`config.mk`:
```
export PLATFORM = sky130hd
export DESIGN_NAME = seq_alu
export DESIGN_NICKNAME = d
export VERILOG_FILES = /design/src/rtl/seq_alu.sv
export SDC_FILE = /design/constraint.sdc
export NUM_CORES = 1
export LEC_CHECK = 0
export ABC_AREA = 1
export BUFFER_PORTS_ARGS = -buffer_cell sky130_fd_sc_hd__buf_2
export CORE_ASPECT_RATIO = 0.7
export CORE_MARGIN = 2
export CORE_UTILIZATION = 45
export CTS_CLUSTER_DIAMETER = 100
export CTS_CLUSTER_SIZE = 24
export DETAILED_ROUTE_END_ITERATION = 7
export GPL_TIMING_DRIVEN = 0
export SETUP_SLACK_MARGIN = 0.2
export SYNTH_ARGS = -nofsm -noshare
export SYNTH_HDL_FRONTEND = slang
export SYNTH_SLANG_ARGS = --single-unit
```
`constraint.sdc`:
```
create_clock -name clk_in -period 2 [get_ports clk_in]
set_input_delay 0.1 -clock clk_in [delete_from_list [all_inputs] [get_ports clk_in]]
set_output_delay 0.1 -clock clk_in [all_outputs]
set_load 0.005 [all_outputs]
```
`src/rtl/seq_alu.sv`:
```
// seq_alu: clocked ALU with registered single-cycle ops and iterative shift-add multiply / restoring divide.
module seq_alu #(
    parameter int WIDTH = 8
) (
    input  logic               clk_in,
    input  logic               rst_in,
    input  logic [WIDTH-1:0]   d0_in,
    input  logic [WIDTH-1:0]   d1_in,
    input  logic [2:0]         sel_in,
    input  logic               valid_in,
    output logic               ready_out,
    output logic [2*WIDTH-1:0] res_out,
    output logic               gt_out,
    output logic               eq_out,
    output logic               div_zero_out,
    output logic               valid_out
);
    localparam int W2 = 2 * WIDTH;
    localparam int CW = $clog2(WIDTH);

    typedef enum logic [1:0] {IDLE, MUL, DIV} state_t;

    state_t          state_q, state_d;
    logic [CW-1:0]   cnt_q, cnt_d;
    logic [W2-1:0]   acc_q, acc_d, mc_q, mc_d;
    logic [WIDTH-1:0] mp_q, mp_d, quo_q, quo_d, rem_q, rem_d, dvs_q, dvs_d;
    logic            gtp_q, gtp_d, eqp_q, eqp_d;
    logic [W2-1:0]   res_q, res_d;
    logic            gt_q, gt_d, eq_q, eq_d, dz_q, dz_d, vld_q, vld_d;

    logic            accept, last, multi;
    logic [W2-1:0]   alu, mul_acc;
    logic [WIDTH:0]  div_r;
    logic            div_ge;
    logic [WIDTH-1:0] div_rn, div_qn;

    assign accept  = valid_in && state_q == IDLE;
    assign last    = cnt_q == CW'(WIDTH - 1);
    assign multi   = sel_in == 3'd5 || sel_in == 3'd6;
    assign alu     = sel_in == 3'd0 ? W2'(d0_in) + W2'(d1_in) :
                     sel_in == 3'd1 ? W2'(d0_in) - W2'(d1_in) :
                     sel_in == 3'd2 ? W2'(d0_in & d1_in) :
                     sel_in == 3'd3 ? W2'(d0_in | d1_in) :
                     sel_in == 3'd4 ? W2'(d0_in ^ d1_in) : {d1_in, d0_in};
    assign mul_acc = mp_q[0] ? acc_q + mc_q : acc_q;
    // The true remainder always fits WIDTH bits, so the subtraction can wrap at WIDTH.
    assign div_r   = {rem_q, quo_q[WIDTH-1]};
    assign div_ge  = div_r >= {1'b0, dvs_q};
    assign div_rn  = div_ge ? div_r[WIDTH-1:0] - dvs_q : div_r[WIDTH-1:0];
    assign div_qn  = {quo_q[WIDTH-2:0], div_ge};

    always_ff @(posedge clk_in) begin
        if (rst_in) begin
            state_q <= IDLE;
            cnt_q   <= '0;
            acc_q   <= '0;
            mc_q    <= '0;
            mp_q    <= '0;
            quo_q   <= '0;
            rem_q   <= '0;
            dvs_q   <= '0;
            gtp_q   <= 1'b0;
            eqp_q   <= 1'b0;
            res_q   <= '0;
            gt_q    <= 1'b0;
            eq_q    <= 1'b0;
            dz_q    <= 1'b0;
            vld_q   <= 1'b0;
        end else begin
            state_q <= state_d;
            cnt_q   <= cnt_d;
            acc_q   <= acc_d;
            mc_q    <= mc_d;
            mp_q    <= mp_d;
            quo_q   <= quo_d;
            rem_q   <= rem_d;
            dvs_q   <= dvs_d;
            gtp_q   <= gtp_d;
            eqp_q   <= eqp_d;
            res_q   <= res_d;
            gt_q    <= gt_d;
            eq_q    <= eq_d;
            dz_q    <= dz_d;
            vld_q   <= vld_d;
        end
    end

    always_comb begin
        state_d = state_q == IDLE ? (accept && sel_in == 3'd5 ? MUL :
                                     accept && sel_in == 3'd6 ? DIV : IDLE)
                                  : (last ? IDLE : state_q);
    end

    always_comb begin
        cnt_d = cnt_q;
        acc_d = acc_q;
        mc_d  = mc_q;
        mp_d  = mp_q;
        quo_d = quo_q;
        rem_d = rem_q;
        dvs_d = dvs_q;
        gtp_d = gtp_q;
        eqp_d = eqp_q;
        res_d = res_q;
        gt_d  = gt_q;
        eq_d  = eq_q;
        dz_d  = dz_q;
        vld_d = 1'b0;
        if (state_q == IDLE) begin
            if (accept) begin
                cnt_d = '0;
                acc_d = '0;
                mc_d  = W2'(d0_in);
                mp_d  = d1_in;
                quo_d = d0_in;
                rem_d = '0;
                dvs_d = d1_in;
                gtp_d = d0_in > d1_in;
                eqp_d = d0_in == d1_in;
                if (!multi) begin
                    res_d = alu;
                    gt_d  = d0_in > d1_in;
                    eq_d  = d0_in == d1_in;
                    dz_d  = 1'b0;
                    vld_d = 1'b1;
                end
            end
        end else begin
            cnt_d = last ? '0 : cnt_q + CW'(1);
            if (state_q == MUL) begin
                acc_d = mul_acc;
                mc_d  = mc_q << 1;
                mp_d  = mp_q >> 1;
            end else begin
                rem_d = div_rn;
                quo_d = div_qn;
            end
            // Flags are published only when the result lands.
            if (last) begin
                res_d = state_q == MUL ? mul_acc : {div_rn, div_qn};
                gt_d  = gtp_q;
                eq_d  = eqp_q;
                dz_d  = state_q == DIV && dvs_q == '0;
                vld_d = 1'b1;
            end
        end
    end

    always_comb begin
        ready_out    = state_q == IDLE;
        res_out      = res_q;
        gt_out       = gt_q;
        eq_out       = eq_q;
        div_zero_out = dz_q;
        valid_out    = vld_q;
    end
endmodule

```
After elaboration in Yosys (flattened, before gate mapping):

Index checks and enable logic that the tools add are counted.

* bits in registers: 91
* input bits: 22
* logic and storage cells: 102

* add/sub/neg operators: 5
* order comparisons: 2
* equality and inequality tests: 13
* mux-type cells: 50
* bitwise logic cells: 3
* reduce and logical (&&, ||, !) cells: 14

Operators by type and width (count)
* $mux W16: 17
* $mux W8: 10
* $add A16 B16 Y16: 1
* $mux W1: 16
* $eq A3 B3 Y1 const B: 4
* $add A8 B8 Y9: 1
* $ge A9 B8 Y1: 1
* $mux W3: 3
* $sub A8 B8 Y9: 1
* $and A8 B8 Y8: 1
* $eq A8 B8 Y1: 1
* $gt A8 B8 Y1: 1
* $logic_not A8 Y1: 1
* $mux W2: 4
* $or A8 B8 Y8: 1
* $sub A8 B8 Y8: 1
* $xor A8 B8 Y8: 1
* $eq A3 B2 Y1 const B: 2
* $reduce_and A2 Y1: 3
* $logic_and A1 B1 Y1: 4
* $ne A2 B2 Y1 const B: 2
* $reduce_bool A2 Y1: 2
* $add A3 B1 Y3 const B: 1
* $eq A3 B1 Y1 const B: 1
* 7 further kinds: 7

Logic depth before layout (Yosys ltp):

Gate-level depths: netlist of the first run.

* depth in word-level cells: 9
* depth in mapped cells: 15
* gate-level depth less buffers: 15

Worst setup path after synthesis of the first run:

Ideal clock, no wire load.

* path type: reg2reg
* start: register dvs_q[2]
* end: register res_q[11], in the netlist res_out[11]
* library setup time: 109 ps
* arrival time: 1726 ps
* required time: 1891 ps
* setup slack: 165 ps
* cell stages (with the launch flop): 15
* buffers on the path: 2
* period minus slack after synthesis: 1835 ps
* cell sequence: dfxtp_1 -> inv_1 -> ha_1 -> buf_2 -> nand2_1 -> nand2_1 -> nand2_1 -> nand2_1 -> nand2_1 -> nand4_2 -> buf_4 -> o211ai_1 -> nand3_1 -> nand2_1 -> inv_1

* word-level cells in the longest chain between the ends: 5
* elaborated cells between the ends (all ways): 6
* those cells by class: 1 x add/sub; 1 x order compare; 4 x mux

Ends and longest elaborated chain
* from (decl): RTL line 26 `logic [WIDTH-1:0] mp_q, mp_d, quo_q, quo_d, rem_q, rem_d, dvs_q, dvs_d;`
* from (signal assigned): RTL line 77 `dvs_q <= dvs_d;`
* $sub A8 B8 Y8 / $ge A9 B8 Y1 (equally long branches): RTL line 49, 48
* $mux W8 (*): RTL line 49 `assign div_rn = div_ge ? div_r[WIDTH-1:0] - dvs_q : div_r[WIDTH-1:0];`
* $mux W16 (*): RTL line 140 `res_d = state_q == MUL ? mul_acc : {div_rn, div_qn};`
* $mux W16 (*): RTL line 139 `if (last) begin`
* $mux W16 (*): RTL line 109 `if (state_q == IDLE) begin`
* to (signal assigned): RTL line 80 `res_q <= res_d;`
* to (decl): RTL line 28 `logic [W2-1:0] res_q, res_d;`

Every way passes the cells marked *; elsewhere a longest branch is shown, timed or not. The select of a mux whose other input is x is not followed.
A chain may end at the register's enable or synchronous reset.

Worst setup path in the final report of the first run:

* start: register dvs_q[2]
* end: register res_q[9], in the netlist res_out[9]

* word-level cells in the longest chain between the ends: 5

Ends and longest elaborated chain
* $ge A9 B8 Y1: RTL line 48 `assign div_ge = div_r >= {1'b0, dvs_q};`
* $mux W8: RTL line 49
* $mux W16: RTL line 140
* $mux W16: RTL line 139
* $mux W16: RTL line 109

No other way between the ends. The select of a mux whose other input is x is not followed.

==> results of run 1 <==
-- placed cells by master (no fill, tap or decap), types with 4 or more instances in the layout --
master / n
a21oi_2: 21
clkbuf_16: 10
ha_1: 27
a31oi_1: 7
nand2_1: 239
buf_4: 25
clkbuf_1: 12
clkbuf_2: 7
o21ai_0: 64
xor2_1: 5
dfxtp_2: 25
inv_1: 123
buf_2: 51
o211ai_1: 8
nor2_4: 8
o21ai_1: 24
inv_2: 22
ha_4: 21
o21bai_1: 4
a21oi_1: 97
nand2_2: 29
o21ai_2: 6
nand4_1: 10
nand3_1: 53
nand3_4: 4
nor2_1: 83
nor2_2: 11
a211oi_1: 9
buf_6: 14
nand3_2: 14
xnor2_1: 5
dfxtp_1: 63
-- power groups by stage --
stage	Clock, W	Sequential [W]	Combinational (W)
floorplan	0	0.00199	0.000761
global placement	0	0.00200	0.00112
detailed placement	0	0.00200	0.00112
CTS	0.00186	0.00196	0.00123
global route	0.00193	0.00197	0.00157
finish	0.00185	0.00196	0.00142
-- timing repair --
action | CTS | global route
cloned | 2 | 1
buffers inserted | 12 | 13
gates resized for setup | 81 | 146
pin swaps | 24 | 46
setup endpoints to repair | 46 | 74
-- through the flow --
stage	area, um^2	worst slack [ps]
after floorplan	6710	201
after global placement	7160	-404
after detailed placement	7160	-410
after CTS	7960	80.3
after global routing	8500	-64.8
final	8500	39.5
-- worst max-delay path, cell delays in order, from the launching register on --
cell     delay, ps
dfxtp_2        340
inv_2           50
ha_4           200
buf_6          130
nand2_4         50
nand2_2         40
nand2_1         70
nand2_1         70
nand2_2        100
nand4_4        150
buf_4          190
buf_4          130
a21oi_2        120
o21ai_2         90
nand3_1         80
nand2_1         50
inv_1           40
-- registers in the layout, summed over array words and instances, names as in the netlist, 3 cells and up --
register	cells
acc_q	16
quo_q	8
cnt_q	3
rem_q	8
res_out	16
mc_q	16
mp_q	8
dvs_q	8
-- routing by layer --
metal	up-vias	GRT usage (%)
li1	3619	-
met1	3369	46.5
met2	281	40.5
met3	33	7.25
met4	0	6.40
met5	-	0
-- worst max-delay path by stage --
stage	startpoint	to	slack, ps
floorplan	dvs_q[5]	res_out[11]	200
global placement	d1_in[6]	res_out[13]	-400
detailed placement	d1_in[6]	res_out[13]	-410
CTS	dvs_q[2]	res_out[11]	80
global route	dvs_q[2]	res_out[11]	-60
finish	dvs_q[2]	res_out[9]	40
-- layout make-up --
class                           count  share of cell area (%)
Timing Repair Buffer               69                    5.46
Clock buffer                        9                    2.65
Multi-Input combinational cell    782                    56.4
Inverter                          146                    6.47
Tap cell                          195                    2.87
Buffer                             45                    3.24
Sequential cell                    91                    21.9
Clock inverter                      7                    1.03
-- kinds of logic (layout without fill, tap and decap cells) --
family	count (synthesis)	in the layout	share of synthesized area, %
and+or+nand+nor	471	471	29.8
AOI/OAI and AO/OA	247	247	19.8
buffers and inverters	191	276	11.4
DFF	91	91	27.2
adders and majority gates	53	53	10.4
xor gates and xnor gates	11	11	1.44
==> results.sh, run 1 <==
export IMPL_drtIter0Drc=729
export IMPL_clock_sinks=91
export IMPL_syn_to_final_growth_pct=27.1
export IMPL_p_int_w=0.00344
export IMPL_htreeDepth=3
export IMPL_num_antenna_cells=0
export IMPL_total_leakage_power_nw=3.86
export IMPL_cp_start_kind="flop"
export IMPL_max_freq_ghz=0.510
export IMPL_fin_crit_ps=1960
export IMPL_synth_area_leaders="dfxtp_1, nand2_1, ha_1, a21oi_1, inv_1"
export IMPL_num_nets_final=1219
export IMPL_drt_pass1_iterations=5
export IMPL_start_util_pct=45.7
export IMPL_numCtsBuffers=9
export IMPL_cts_buffer_depth=2
export IMPL_core_um2=14600
export IMPL_grt_max_degree=19
export IMPL_ff2ff_path_depth=16
export IMPL_yosysTopAreaCell="dfxtp_1"
export IMPL_multi_input_area_um2=4790
export IMPL_ys_seq_area_share_pct=27.2
export IMPL_hold_path_class="in2reg"
export IMPL_gr_total_overflow=0
export IMPL_cts_root_buf="clkbuf_16"
export IMPL_synth_ff_type="dfxtp_1"
export IMPL_routedLengthMet1_um=11700
export IMPL_netlist_area_um2=6690
export IMPL_hold_violations=0
export IMPL_grtUsageTotal_pct=29.7
export IMPL_powerDensity_nw_per_um2=616
export IMPL_vdd_drop_max_mv=0.428
export IMPL_hold_ws_ps=63.0
export IMPL_path_max_fanout=6
export IMPL_r2r_slack_ps=40
export IMPL_skew_ps=9.56
export IMPL_postSynthAreaPerCell_um2=6.29
export IMPL_num_io_pins=43
export IMPL_switchingPower_w=0.00179
export IMPL_r2r_end="res_out[9]"
export IMPL_worst_ep_required_time_ps=2300
export IMPL_fin_util_pct=58.1
export IMPL_clock_latency_ps=350
export IMPL_final_setup_viol_count=0
export IMPL_via_count=7302
export IMPL_wl_per_cell_um=17.6
export IMPL_grt_pass1_vias=6646
export IMPL_cp_end_kind="flop"
export IMPL_critPathKind="reg2reg"
export IMPL_synth_most_common_cell="nand2_1"
export IMPL_p_sw_share_pct=34.3
export IMPL_dp_hpwl_um=17500
export IMPL_rsz0062_at_grt="true"
export IMPL_synthArstFlopShare_pct=0
export IMPL_yosys_warnings=0
export IMPL_max_slew_margin_rel_pct=50.9
export IMPL_grt_antenna_before_repair=0
export IMPL_ys_types=41
export IMPL_netlist_area_leader_share_pct=27.2
export IMPL_dieWidth_um=150
export IMPL_clkTransAtPathRegs_ps=80
export IMPL_cap_violations=0
export IMPL_synth_fp_nets=1139
export IMPL_routed_via_density=5.43
export IMPL_worstHoldStart="valid_in"
export IMPL_grt_first_pass_wirelength_um=36100
export IMPL_ant_nets=0
export IMPL_holdBufCountCts=0
export IMPL_place_congestion=0.919
export IMPL_total_power_w=0.00524
export IMPL_die_area_um2=15900
export IMPL_num_rows=37
export IMPL_setup_tns_ps=0
export IMPL_arrival_ps=2260
export IMPL_top_layer="met4"
export IMPL_drv_slew=0
export IMPL_p_comb_share_pct=27.2
export IMPL_p_clk_share_pct=35.3
export IMPL_drc=0
export IMPL_finalNonFillerCells=1344
export IMPL_dr_wl_met3_um=2130
export IMPL_rr_startpoint="dvs_q[2]"
export IMPL_syn_inst=1064
export IMPL_die_h_um=106
export IMPL_routed_wl_um=23700
export IMPL_synth_top_cells_by_count="nand2_1, inv_1, a21oi_1"
export IMPL_synth_seq_cells=91
export IMPL_min_path_cells=3
export IMPL_p_seq_share_pct=37.5
export IMPL_cts_tree="built"
export IMPL_worst_slew_pin_transition_ps=737
export IMPL_synth_edf_count=0
export IMPL_fin_crit_sh_pct=98.0
export IMPL_wl_met2_um=9430
export IMPL_outcome="finished, final reports clean"
export IMPL_regArea_um2=1860
export IMPL_whs_endpoint="mc_q[0]"
export IMPL_placed_cells=1300
export IMPL_layout_drive_gt1_share_pct=26.2
export IMPL_fill_cells=1475
export IMPL_portBuffers=41
Power figures use the tool's default switching activity.
==> inputs of run 2 (changes only) <==
--- a/config.mk
+++ b/config.mk
@@ -15,4 +15,5 @@
 export DETAILED_ROUTE_END_ITERATION = 7
 export GPL_TIMING_DRIVEN = 0
+export HOLD_SLACK_MARGIN = 0.15
 export SETUP_SLACK_MARGIN = 0.2
 export SYNTH_ARGS = -nofsm -noshare
==> constraint.sdc (replaced) <==
create_clock -name clk_in -period 2 [get_ports clk_in]
set_input_delay 0.1 -clock clk_in [delete_from_list [all_inputs] [get_ports clk_in]]
set_output_delay 0.1 -clock clk_in [all_outputs]
set_load 0.02 [all_outputs]
==> results.sh, run 2 (same netlist as run 1, synthesis figures left out) <==
export IMPL_outcome="finished, final reports clean"
export IMPL_grtUsageTotal_pct=29.8
export IMPL_num_nets_final=1228
export IMPL_final_cell_mix="nand2_1, inv_1, a21oi_1"
export IMPL_wl_per_cell_um=17.3
export IMPL_min_path_cells=3
export IMPL_grt_antenna_before_repair=0
export IMPL_powerDensity_nw_per_um2=615
export IMPL_core_um2=14600
export IMPL_r2r_end="res_out[9]"
export IMPL_hold_ws_ps=164
export IMPL_hold_violations=0
export IMPL_cp_start_kind="flop"
export IMPL_skew_ps=9.35
export IMPL_r2r_slack_ps=60
export IMPL_fin_crit_ps=1940
export IMPL_place_congestion=0.919
export IMPL_whs_endpoint="dvs_q[1]"
export IMPL_clock_sinks=91
export IMPL_path_max_fanout=6
export IMPL_drtIter0Drc=701
export IMPL_start_util_pct=45.7
export IMPL_die_h_um=106
export IMPL_critPathKind="reg2reg"
export IMPL_critPathSlowestCell="dfxtp_2"
export IMPL_gr_total_overflow=0
export IMPL_rr_startpoint="dvs_q[2]"
export IMPL_dp_hpwl_um=17500
export IMPL_path_buf_inv=5
export IMPL_rsz0062_at_grt="true"
export IMPL_num_rows=37
export IMPL_final_setup_viol_count=0
export IMPL_cts_buffer_depth=2
export IMPL_routed_via_density=5.41
export IMPL_clock_latency_ps=350
export IMPL_max_freq_ghz=0.516
export IMPL_setup_ws_ps=62.1
export IMPL_pre_cts_ws_ps=-410
export IMPL_routed_wl_um=23400
export IMPL_total_power_w=0.00526
export IMPL_worst_ep_required_time_ps=2300
export IMPL_drv_slew=0
export IMPL_max_slew_margin_rel_pct=50.0
export IMPL_crit_chain="inv_2, ha_4, buf_6, nand2_4, nand2_2, nand2_1, nand2_1, nand2_2, nand4_4, buf_4, buf_4, a21oi_2, o21ai_2, nand3_1, nand2_1, inv_1"
export IMPL_portBuffers=41
export IMPL_htreeDepth=3
export IMPL_via_count=7314
export IMPL_cap_violations=0
export IMPL_arrival_ps=2240
export IMPL_drc=0
export IMPL_setup_tns_ps=0
export IMPL_num_io_pins=43
export IMPL_cp_top_family="simple AND/OR/NAND/NOR gates"
export IMPL_crit_start="dvs_q[2]"
export IMPL_worst_slew_pin_transition_ps=750
export IMPL_layout_commonest_cell="nand2_1"
export IMPL_num_antenna_cells=0
export IMPL_clkTransAtPathRegs_ps=80
export IMPL_worstHoldStart="d1_in[1]"
export IMPL_hold_path_class="in2reg"
export IMPL_dieWidth_um=150
export IMPL_drt_pass1_iterations=5
export IMPL_cts_root_buf="clkbuf_16"
export IMPL_vdd_drop_max_mv=0.418
export IMPL_grt_pass1_vias=6642
export IMPL_grt_max_degree=19
export IMPL_ant_nets=0
export IMPL_total_leakage_power_nw=3.89
export IMPL_cts_tree="built"
export IMPL_layout_drive_gt1_share_pct=25.5
export IMPL_worst_path_most_repeated_cell="nand2_1"
export IMPL_critPathMaxStageDelay_ps=340
export IMPL_cp_end_kind="flop"
export IMPL_numCtsBuffers=9
export IMPL_ff2ff_path_depth=16
export IMPL_syn_to_final_growth_pct=27.7
export IMPL_die_area_um2=15900
export IMPL_grt_first_pass_wirelength_um=36200
export IMPL_fin_crit_sh_pct=96.9
==> run 2: changes by cell type in the layout (fill, tap and decap cells not counted), sizes merged <==
| cell | delta |
|---|---|
| buf | +4 |
| clkbuf | -1 |
| dlygate4sd3 | +6 |
==> run 2: worst reg2reg max path: stages (launching register included) <==
cell     delay [ps]
dfxtp_2         340
inv_2            50
ha_4            200
buf_6           130
nand2_4          50
nand2_2          40
nand2_1          60
nand2_1          70
nand2_2         100
nand4_4         150
buf_4           190
buf_4           130
a21oi_2         120
o21ai_2          90
nand3_1          80
nand2_1          50
inv_1            40
==> run 2: what timing repair did <==
action | CTS | global route
resized for setup | 81 | 136
pin swaps | 24 | 44
hold endpoints to repair | 10 | 0
setup buffers | 12 | 17
endpoints found under the setup margin | 46 | 74
hold buffers | 6 | 0
cloned | 2 | 0
==> run 2: how the worst max path moves through the flow <==
stage	to	cells after the start
after floorplan	res_out[11]	12
after global placement	res_out[13]	16
after detailed placement	res_out[13]	16
after CTS	res_out[11]	14
after global routing	res_out[11]	14
final	res_out[9]	16
==> run 2: per-layer routing <==
| metal | wire, um | up-vias | GRT usage [%] | part of all wire, % |
|---|---|---|---|---|
| li1 | - | 3647 | - | - |
| met1 | 11600 | 3354 | 46.4 | 50 |
| met2 | 9280 | 284 | 41.2 | 40 |
| met3 | 2230 | 29 | 7.42 | 9.5 |
| met4 | 316 | 0 | 5.26 | 1.3 |
| met5 | 0 | - | 0 | 0 |
==> run 2: through the flow <==
step	instance area, um^2	cells	util, %
after detailed placement	7160	1300	48.9
after global placement	7160	1300	48.9
final	8540	1353	58.4
after CTS	8020	1336	54.8
after floorplan	6710	1064	-
after global routing	8540	1353	58.4
==> run 2: layout make-up <==
| cell class | instances | area (um^2) |
|---|---|---|
| fill | 1474 | 6080 |
| multi-input combinational | 782 | 4760 |
| sequential | 91 | 1860 |
| inverter | 146 | 551 |
| timing repair buffer | 78 | 538 |
| buffer | 45 | 272 |
| tap | 195 | 244 |
| clock buffer | 9 | 225 |
| clock inverter | 7 | 87.6 |
==> run 2: power by group <==
part           switching, W  leakage (nW)  total [W]  internal, W
combinational      0.000920          2.98    0.00145     0.000531
clock              0.000837         0.155    0.00184      0.00100
sequential        0.0000588         0.758    0.00196      0.00191
total               0.00182          3.89    0.00526      0.00344
